===== src/rtl/fetch_queue.sv =====
// Instruction fetch unit: issues one fetch at a time to instruction memory and
// buffers returned words in a 2-entry queue feeding decode.
//
// Ports:
//   CLK          clock; all state updates on the rising edge
//   RESET        asynchronous active-low reset
//   IMEM_REQ     one-cycle fetch request strobe (combinational)
//   IMEM_ADDR    fetch address (the PC register)
//   IMEM_ACK     memory response strobe, at least one cycle after IMEM_REQ
//   IMEM_RDATA   instruction word, valid with IMEM_ACK
//   REDIRECT     branch/jump redirect from execute, flushes the queue
//   REDIRECT_PC  redirect target
//   ID_STALL     decode cannot accept an instruction this cycle
//   IF_VALID     queue head is presented to decode
//   IF_INSTR     queue-head instruction (holds last shown value when empty)
//   IF_PC        queue-head PC (holds last shown value when empty)
module fetch_queue #(
  parameter logic [31:0] RESET_PC = 32'h0000_0000,
  parameter int unsigned DEPTH    = 2
) (
  input  logic        CLK,
  input  logic        RESET,
  output logic        IMEM_REQ,
  output logic [31:0] IMEM_ADDR,
  input  logic        IMEM_ACK,
  input  logic [31:0] IMEM_RDATA,
  input  logic        REDIRECT,
  input  logic [31:0] REDIRECT_PC,
  input  logic        ID_STALL,
  output logic        IF_VALID,
  output logic [31:0] IF_INSTR,
  output logic [31:0] IF_PC
);

  localparam logic [1:0] Full = 2'(DEPTH);

  typedef enum logic [1:0] {StIdle, StWait, StDrop} state_e;

  state_e      state_q, state_d;
  logic [31:0] pc_q, pc_d;
  logic [31:0] tag_q, tag_d;
  logic [1:0]  count_q, count_d;
  logic        wr_ptr_q, wr_ptr_d;
  logic        rd_ptr_q, rd_ptr_d;
  logic [31:0] fifo_pc_q [2];
  logic [31:0] fifo_pc_d [2];
  logic [31:0] fifo_instr_q [2];
  logic [31:0] fifo_instr_d [2];
  logic [31:0] last_pc_q, last_pc_d;
  logic [31:0] last_instr_q, last_instr_d;

  logic        issue, push, pop, valid;
  logic [31:0] head_pc, head_instr;

  assign valid      = (count_q != 2'd0);
  assign head_pc    = fifo_pc_q[rd_ptr_q];
  assign head_instr = fifo_instr_q[rd_ptr_q];

  // Redirect overrides every issue/push/pop in the same cycle.
  assign issue = (state_q == StIdle) && (count_q != Full) && !REDIRECT;
  assign push  = (state_q == StWait) && IMEM_ACK && !REDIRECT;
  assign pop   = valid && !ID_STALL && !REDIRECT;

  // Gate with RESET so no strobe escapes while reset is held.
  assign IMEM_REQ  = RESET & issue;
  assign IMEM_ADDR = pc_q;
  assign IF_VALID  = valid;
  assign IF_PC     = valid ? head_pc : last_pc_q;
  assign IF_INSTR  = valid ? head_instr : last_instr_q;

  always_comb begin
    state_d      = state_q;
    pc_d         = pc_q;
    tag_d        = tag_q;
    count_d      = count_q;
    wr_ptr_d     = wr_ptr_q;
    rd_ptr_d     = rd_ptr_q;
    fifo_pc_d    = fifo_pc_q;
    fifo_instr_d = fifo_instr_q;
    last_pc_d    = last_pc_q;
    last_instr_d = last_instr_q;

    // Remember what decode last saw so the outputs hold once the queue drains.
    if (valid) begin
      last_pc_d    = head_pc;
      last_instr_d = head_instr;
    end

    if (REDIRECT) begin
      count_d  = 2'd0;
      wr_ptr_d = 1'b0;
      rd_ptr_d = 1'b0;
      pc_d     = REDIRECT_PC;
      // An outstanding fetch must still be drained; an ack this cycle finishes it.
      if (state_q != StIdle) begin
        state_d = IMEM_ACK ? StIdle : StDrop;
      end
    end else begin
      case (state_q)
        StIdle: begin
          if (issue) begin
            tag_d   = pc_q;
            pc_d    = pc_q + 32'd4;
            state_d = StWait;
          end
        end
        StWait, StDrop: begin
          if (IMEM_ACK) begin
            state_d = StIdle;
          end
        end
        default: state_d = StIdle;
      endcase

      if (push) begin
        fifo_pc_d[wr_ptr_q]    = tag_q;
        fifo_instr_d[wr_ptr_q] = IMEM_RDATA;
        wr_ptr_d               = ~wr_ptr_q;
      end
      if (pop) begin
        rd_ptr_d = ~rd_ptr_q;
      end
      count_d = count_q + {1'b0, push} - {1'b0, pop};
    end
  end

  always_ff @(posedge CLK or negedge RESET) begin
    if (!RESET) begin
      state_q      <= StIdle;
      pc_q         <= RESET_PC;
      tag_q        <= RESET_PC;
      count_q      <= 2'd0;
      wr_ptr_q     <= 1'b0;
      rd_ptr_q     <= 1'b0;
      fifo_pc_q    <= '{default: '0};
      fifo_instr_q <= '{default: '0};
      last_pc_q    <= '0;
      last_instr_q <= '0;
    end else begin
      state_q      <= state_d;
      pc_q         <= pc_d;
      tag_q        <= tag_d;
      count_q      <= count_d;
      wr_ptr_q     <= wr_ptr_d;
      rd_ptr_q     <= rd_ptr_d;
      fifo_pc_q    <= fifo_pc_d;
      fifo_instr_q <= fifo_instr_d;
      last_pc_q    <= last_pc_d;
      last_instr_q <= last_instr_d;
    end
  end

endmodule


===== config.mk =====
export PLATFORM = sky130hd
export DESIGN_NAME = fetch_queue
export DESIGN_NICKNAME = d
export VERILOG_FILES = /design/src/rtl/fetch_queue.sv
export SDC_FILE = /design/constraint.sdc
export NUM_CORES = 1
export LEC_CHECK = 0
export ABC_AREA = 1
export CAP_MARGIN = 0
export CELL_PAD_IN_SITES_DETAIL_PLACEMENT = 2
export CELL_PAD_IN_SITES_GLOBAL_PLACEMENT = 2
export CORE_UTILIZATION = 36
export CTS_CLUSTER_SIZE = 25
export DETAILED_ROUTE_END_ITERATION = 10
export GPL_ROUTABILITY_DRIVEN = 0
export PLACE_DENSITY_LB_ADDON = 0.25
export RECOVER_POWER = 25
export SLEW_MARGIN = 10
export SYNTH_ARGS = -nofsm -noshare
export SYNTH_HDL_FRONTEND = slang
export SYNTH_SLANG_ARGS = --single-unit

===== constraint.sdc =====
create_clock -name CLK -period 3.6 [get_ports CLK]
set_input_delay 0.54 -clock CLK [delete_from_list [all_inputs] [get_ports CLK]]
set_output_delay 0.54 -clock CLK [all_outputs]
set_load 0.1 [all_outputs]

==> flow_summary.yaml, run 1 <==
yosys:
  syn_avg_cell_area_sq_um: 8.96
  synthCells: 1282
  synth.distinct_cells: 40
  synth_top_area_share_pct: 57.1
  yosysSeqAreaShare_pct: 57.1
  yosys-top-cells-area: "dfrtp_1 (57%), nand2_1 (10%), a21oi_1 (6.1%)"
  netlist_area_sq_um: 11500
  yosys_warnings: 0
  synth_top_area_cell: "dfrtp_1"
  synthesis.nets: 1356
  synth_seq_cells: 262
grt:
  gr-total-overflow: 0
  antenna_found_initial: 0
  grt_pass1_wl_um: 58500
  grt_usage_pct: 22.5
  grt_pass1_vias: 10600
  grt_max_degree: 116
sta:
  final_max_slew_viol_count: 208
  tns_ps: 0
  worst_pin_slew_ps: 2040
  min_period_ps: 3200
  maxSlewHeadroom_pct: -35.8
  final-setup-viol-count: 0
  hold_viol: 0
  period_share_pct: 88.9
  rsz0062_at_grt: "no"
  fmax_ghz: 0.312
  clock_skew_ps: 8.05
clocking:
  path_clk_slew_ps: 60
  cts.sinks: 262
  cts_resized: 0
  cts_tree: "yes"
  cts_setup_buffers: 0
  clk_path_buf_depth: 3
  clk_latency_ps: 540
  htreeDepth: 1
  cts-buffers-inserted: 29
  root_buffer: "clkbuf_16"
place:
  post-dp-hpwl_um: 23700
  port_buffers: 166
detailed_routing:
  drc: 0
  ant_nets: 0
  drt-total-wl_um: 35900
  first_iter_violations: 459
  vias: 9548
  routedWlPerCell_um: 19.4
  vias_per_cell: 5.16
  drt-pass1-iter-count: 4
outcome:
  status: "complete, but fails checks"
  violations: "max-capacitance violations, max-slew violations"
die:
  die_x_um: 181
  rows: 65
  coreArea_sq_um: 31500
  dieArea_sq_um: 32600
  chipHeight_um: 181
  initial_core_util_pct: 36.5
  io_pins: 167
finish:
  syn_to_final_growth_pct: 24.7
  nNetsFinal: 1500
  antenna_cells: 0
  fin_util_pct: 45.5
  fill_cells: 3413
  layout_common_cells: "nand2_1 (316), dfrtp_1 (261), a21oi_1 (131)"
  final_common_cell: "nand2_1"
  drive_gt1_share_pct: 15.1
run:
  drv_cap: 4
setup_path:
  critPathKind: "reg -> out"
  end_kind: "primary output"
  worstPathArrival_ps: 2660
  worstPathMaxFanout: 23
  critPathLaunchType: "register"
  worstPathRequired_ps: 3060
worst_hold_path:
  hold_class: "in -> async"
[per-layer routing]
layer	up-vias	GRT usage, %	share of wire [%]
li1	4428	-	-
met1	4891	29.0	45
met2	177	40.1	50
met3	52	2.61	3.1
met4	0	5.88	2.3
met5	-	0	0
[cells in the mapped netlist]
cell type	count
nand2_1	316
dfrtp_1	262
a21oi_1	140
inv_1	109
nor2_1	107
o21ai_0	95
o21ai_2	50
nand3_1	41
buf_2	30
clkbuf_1	26
buf_6	14
o21ai_1	14
xor2_1	8
nand4_1	7
nor2_4	7
o211ai_1	7
ha_1	5
nand2_2	5
nor2_2	5
o22ai_1	4
nand3b_1	3
or2_2	3
a22o_1	2
a31oi_1	2
nor3_1	2
nor3_4	2
o221ai_1	2
xnor2_1	2
a211oi_1	1
a22oi_1	1
buf_1	1
buf_4	1
clkinv_1	1
inv_2	1
inv_4	1
nand2_4	1
nand4_2	1
o2111ai_1	1
o21a_1	1
or2_4	1
[layout make-up]
cell class	count	area, sq um	share of cell area, %
multi-input cells	836	4140	28.9
clock inverters	6	108	0.751
clock buffers	46	890	6.21
well taps	402	503	3.51
flip-flops and latches	262	6560	45.8
inverters	112	423	2.95
repair buffers	185	1700	11.9
[stage by stage]
stage / cell area (sq um) / worst slack [ps] / hold slack [ps] / instances
after detailed placement: 13300 / 956 / 473 / 1796
final: 14300 / 399 / 489 / 1849
after floorplan: 11500 / 545 / 244 / 1282
after global placement: 13300 / 962 / 466 / 1796
after CTS: 14300 / 329 / 485 / 1849
after global routing: 14300 / 190 / 509 / 1849
[critical path: stages (launching register included)]
cell	delay, ps
dfrtp_2	570
inv_2	450
buf_4	360
nand2_1	80
a21oi_1	280
buf_4	350
[timing repair]
| item | 4_1_cts | 5_1_grt |
|---|---|---|
| setup endpoints to repair | 0 | 0 |
| hold endpoints to repair | 45 | 0 |
| hold buffers | 1 | 0 |
[final timing paths]
path	start	to	slack, ps	depth (start not counted)
max reg2reg	state_q[1]	fifo_pc_q[58]	450	9
min	RESET	last_instr_q[3]	490	2
min reg2reg	fifo_pc_q[33]	fifo_pc_q[33]	490	2
min in group CLK	fifo_pc_q[33]	fifo_pc_q[33]	490	2
max	rd_ptr_q	IF_INSTR[19]	400	5
max in group asynchronous	RESET	fifo_pc_q[23]	840	3
[kinds of logic (layout without fill, tap and decap cells)]
| kind of cell | count (synthesis) | in the layout | share of synthesized area, % |
|---|---|---|---|
| adder cells (fa/ha/maj) | 5 | 5 | 0.545 |
| buffers and inverters | 184 | 349 | 7.31 |
| AO/OA/AOI/OAI | 320 | 320 | 16.0 |
| AND/OR/NAND/NOR | 501 | 501 | 18.2 |
| flip-flops | 262 | 262 | 57.1 |
| XOR/XNOR | 10 | 10 | 0.763 |
[sequential cells by signal (all words and copies together), names as in the netlist]
signal        cells
IMEM_ADDR        32
tag_q            32
last_instr_q     32
wr_ptr_q          1
rd_ptr_q          1
count_q           2
fifo_instr_q     64
last_pc_q        32
state_q           2
fifo_pc_q        64
Power of run 1 is left out: the tool's default activity adds up to more than one toggle a clock period on the data nets, which glitch-free logic cannot reach.
==> run 2: changes to the inputs <==
Settings changed: CORE_UTILIZATION 36 to 37, CTS_BUF_LIST from default to sky130_fd_sc_hd__clkbuf_8, PLACE_DENSITY from default to 0.95, PLACE_DENSITY_LB_ADDON 0.25 to default.
==> flow_summary.yaml, run 2 (synthesis results as in run 1) <==
grt:
  grt_pass1_vias: 11600
  grt_pass1_wl_um: 66300
  gr-total-overflow: 0
  grt_max_degree: 118
  grt_usage_pct: 27.6
  antenna_found_initial: 0
setup_path:
  r2r_setup_slack_ps: 820
  reg2reg_from: "count_q[1]"
  r2r_cells: 10
  reg2reg_to: "count_q[1]"
  crit_chain: "nor2_4 > clkinv_2 > buf_4 > nor2_1 > a21oi_1 > buf_4"
  worstPathMaxFanout: 35
  path_buf_inv: 3
  critPathKind: "reg -> out"
  cpMostUsedCell: "buf_4"
  critPathSlowestCell: "buf_4"
  worstPathArrival_ps: 2840
  end_kind: "primary output"
  critPathLaunchType: "register"
  worstPathRequired_ps: 3060
  max_stage_delay_ps: 520
  critical-path-top-delay-family: "buffers and inverters"
die:
  die_x_um: 178
  io_pins: 167
  coreArea_sq_um: 30600
  dieArea_sq_um: 31700
  chipHeight_um: 178
  rows: 64
  initial_core_util_pct: 37.5
sta:
  final_max_slew_viol_count: 152
  min_period_ps: 3380
  fmax_ghz: 0.296
  rsz0062_at_grt: "no"
  clock_skew_ps: 21.6
  maxSlewHeadroom_pct: -9.27
  tns_ps: 0
  worst_pin_slew_ps: 1640
  fin_hold_ws_ps: 424
  hold_viol: 0
  final-setup-viol-count: 0
  period_share_pct: 93.9
detailed_routing:
  drt-met1-wl_um: 16900
  ant_nets: 0
  vias: 9988
  drt-pass1-iter-count: 4
  first_iter_violations: 540
  drt-total-wl_um: 42600
  met3_wirelength_um: 2070
  vias_per_cell: 5.33
  routedWlPerCell_um: 22.8
  highest_layer: "met4"
  drc: 0
  wl_met2_um: 22300
clocking:
  cts_tree: "yes"
  cts-buffers-inserted: 47
  clk_path_buf_depth: 3
  path_clk_slew_ps: 60
  root_buffer: "clkbuf_8"
  clk_latency_ps: 580
  htreeDepth: 2
  cts.sinks: 262
place:
  port_buffers: 166
  post-dp-hpwl_um: 26100
  placed_cells: 1791
finish:
  final_cells: 1874
  fill_cells: 3259
  reg.largest.list: "fifo_instr_q: 64 flops, fifo_pc_q: 64 flops"
  drive_gt1_share_pct: 16.4
  layout_common_cells: "nand2_1 (316), dfrtp_1 (261), a21oi_1 (131)"
  antenna_cells: 0
  final_common_cell: "nand2_1"
  nNetsFinal: 1519
  syn_to_final_growth_pct: 25.1
worst_hold_path:
  hold_class: "in -> async"
outcome:
  violations: "max-capacitance violations, max-slew violations"
  status: "complete, but fails checks"
run:
  drv_cap: 2
## run 2: what timing repair did
action	in CTS	in global routing
endpoints found under the setup margin	0	1
setup buffers	0	0
endpoints found under the hold margin	25	0
hold buffers	1	0
resized for setup	0	1
## run 2: routing by layer
| metal | GRT usage, % | up-vias |
|---|---|---|
| met3 | 4.84 | 101 |
| li1 | - | 4462 |
| met2 | 50.0 | 279 |
| met4 | 10.7 | 0 |
| met1 | 32.2 | 5146 |
| met5 | 0 | - |
## run 2: worst max-delay path by stage
stage | from | end | cells past startpoint
floorplan | count_q[1] | IF_PC[22] | 5
global placement | REDIRECT | fifo_pc_q[37] | 7
detailed placement | IMEM_ACK | fifo_pc_q[34] | 8
CTS | count_q[1] | IF_INSTR[22] | 6
global route | count_q[1] | IF_INSTR[22] | 6
finish | count_q[1] | IF_INSTR[22] | 6
## run 2: final cells by class
| type | count | area, sq um | area share, % |
|---|---|---|---|
| inverters | 112 | 424 | 2.95 |
| well taps | 396 | 495 | 3.45 |
| clock inverters | 22 | 96.3 | 0.671 |
| clock buffers | 60 | 826 | 5.75 |
| repair buffers | 186 | 1820 | 12.7 |
| flip-flops and latches | 262 | 6560 | 45.7 |
| multi-input cells | 836 | 4140 | 28.8 |
## run 2: stage by stage
step / area, sq um / utilization (%) / setup WS [ps]
floorplan: 11500 / - / 545
global placement: 13400 / 44.0 / 820
detailed placement: 13400 / 44.0 / 627
CTS: 14400 / 47.0 / 96.7
global route: 14400 / 46.9 / 113
finish: 14400 / 46.9 / 219
Power of run 2 is left out for the same reason.
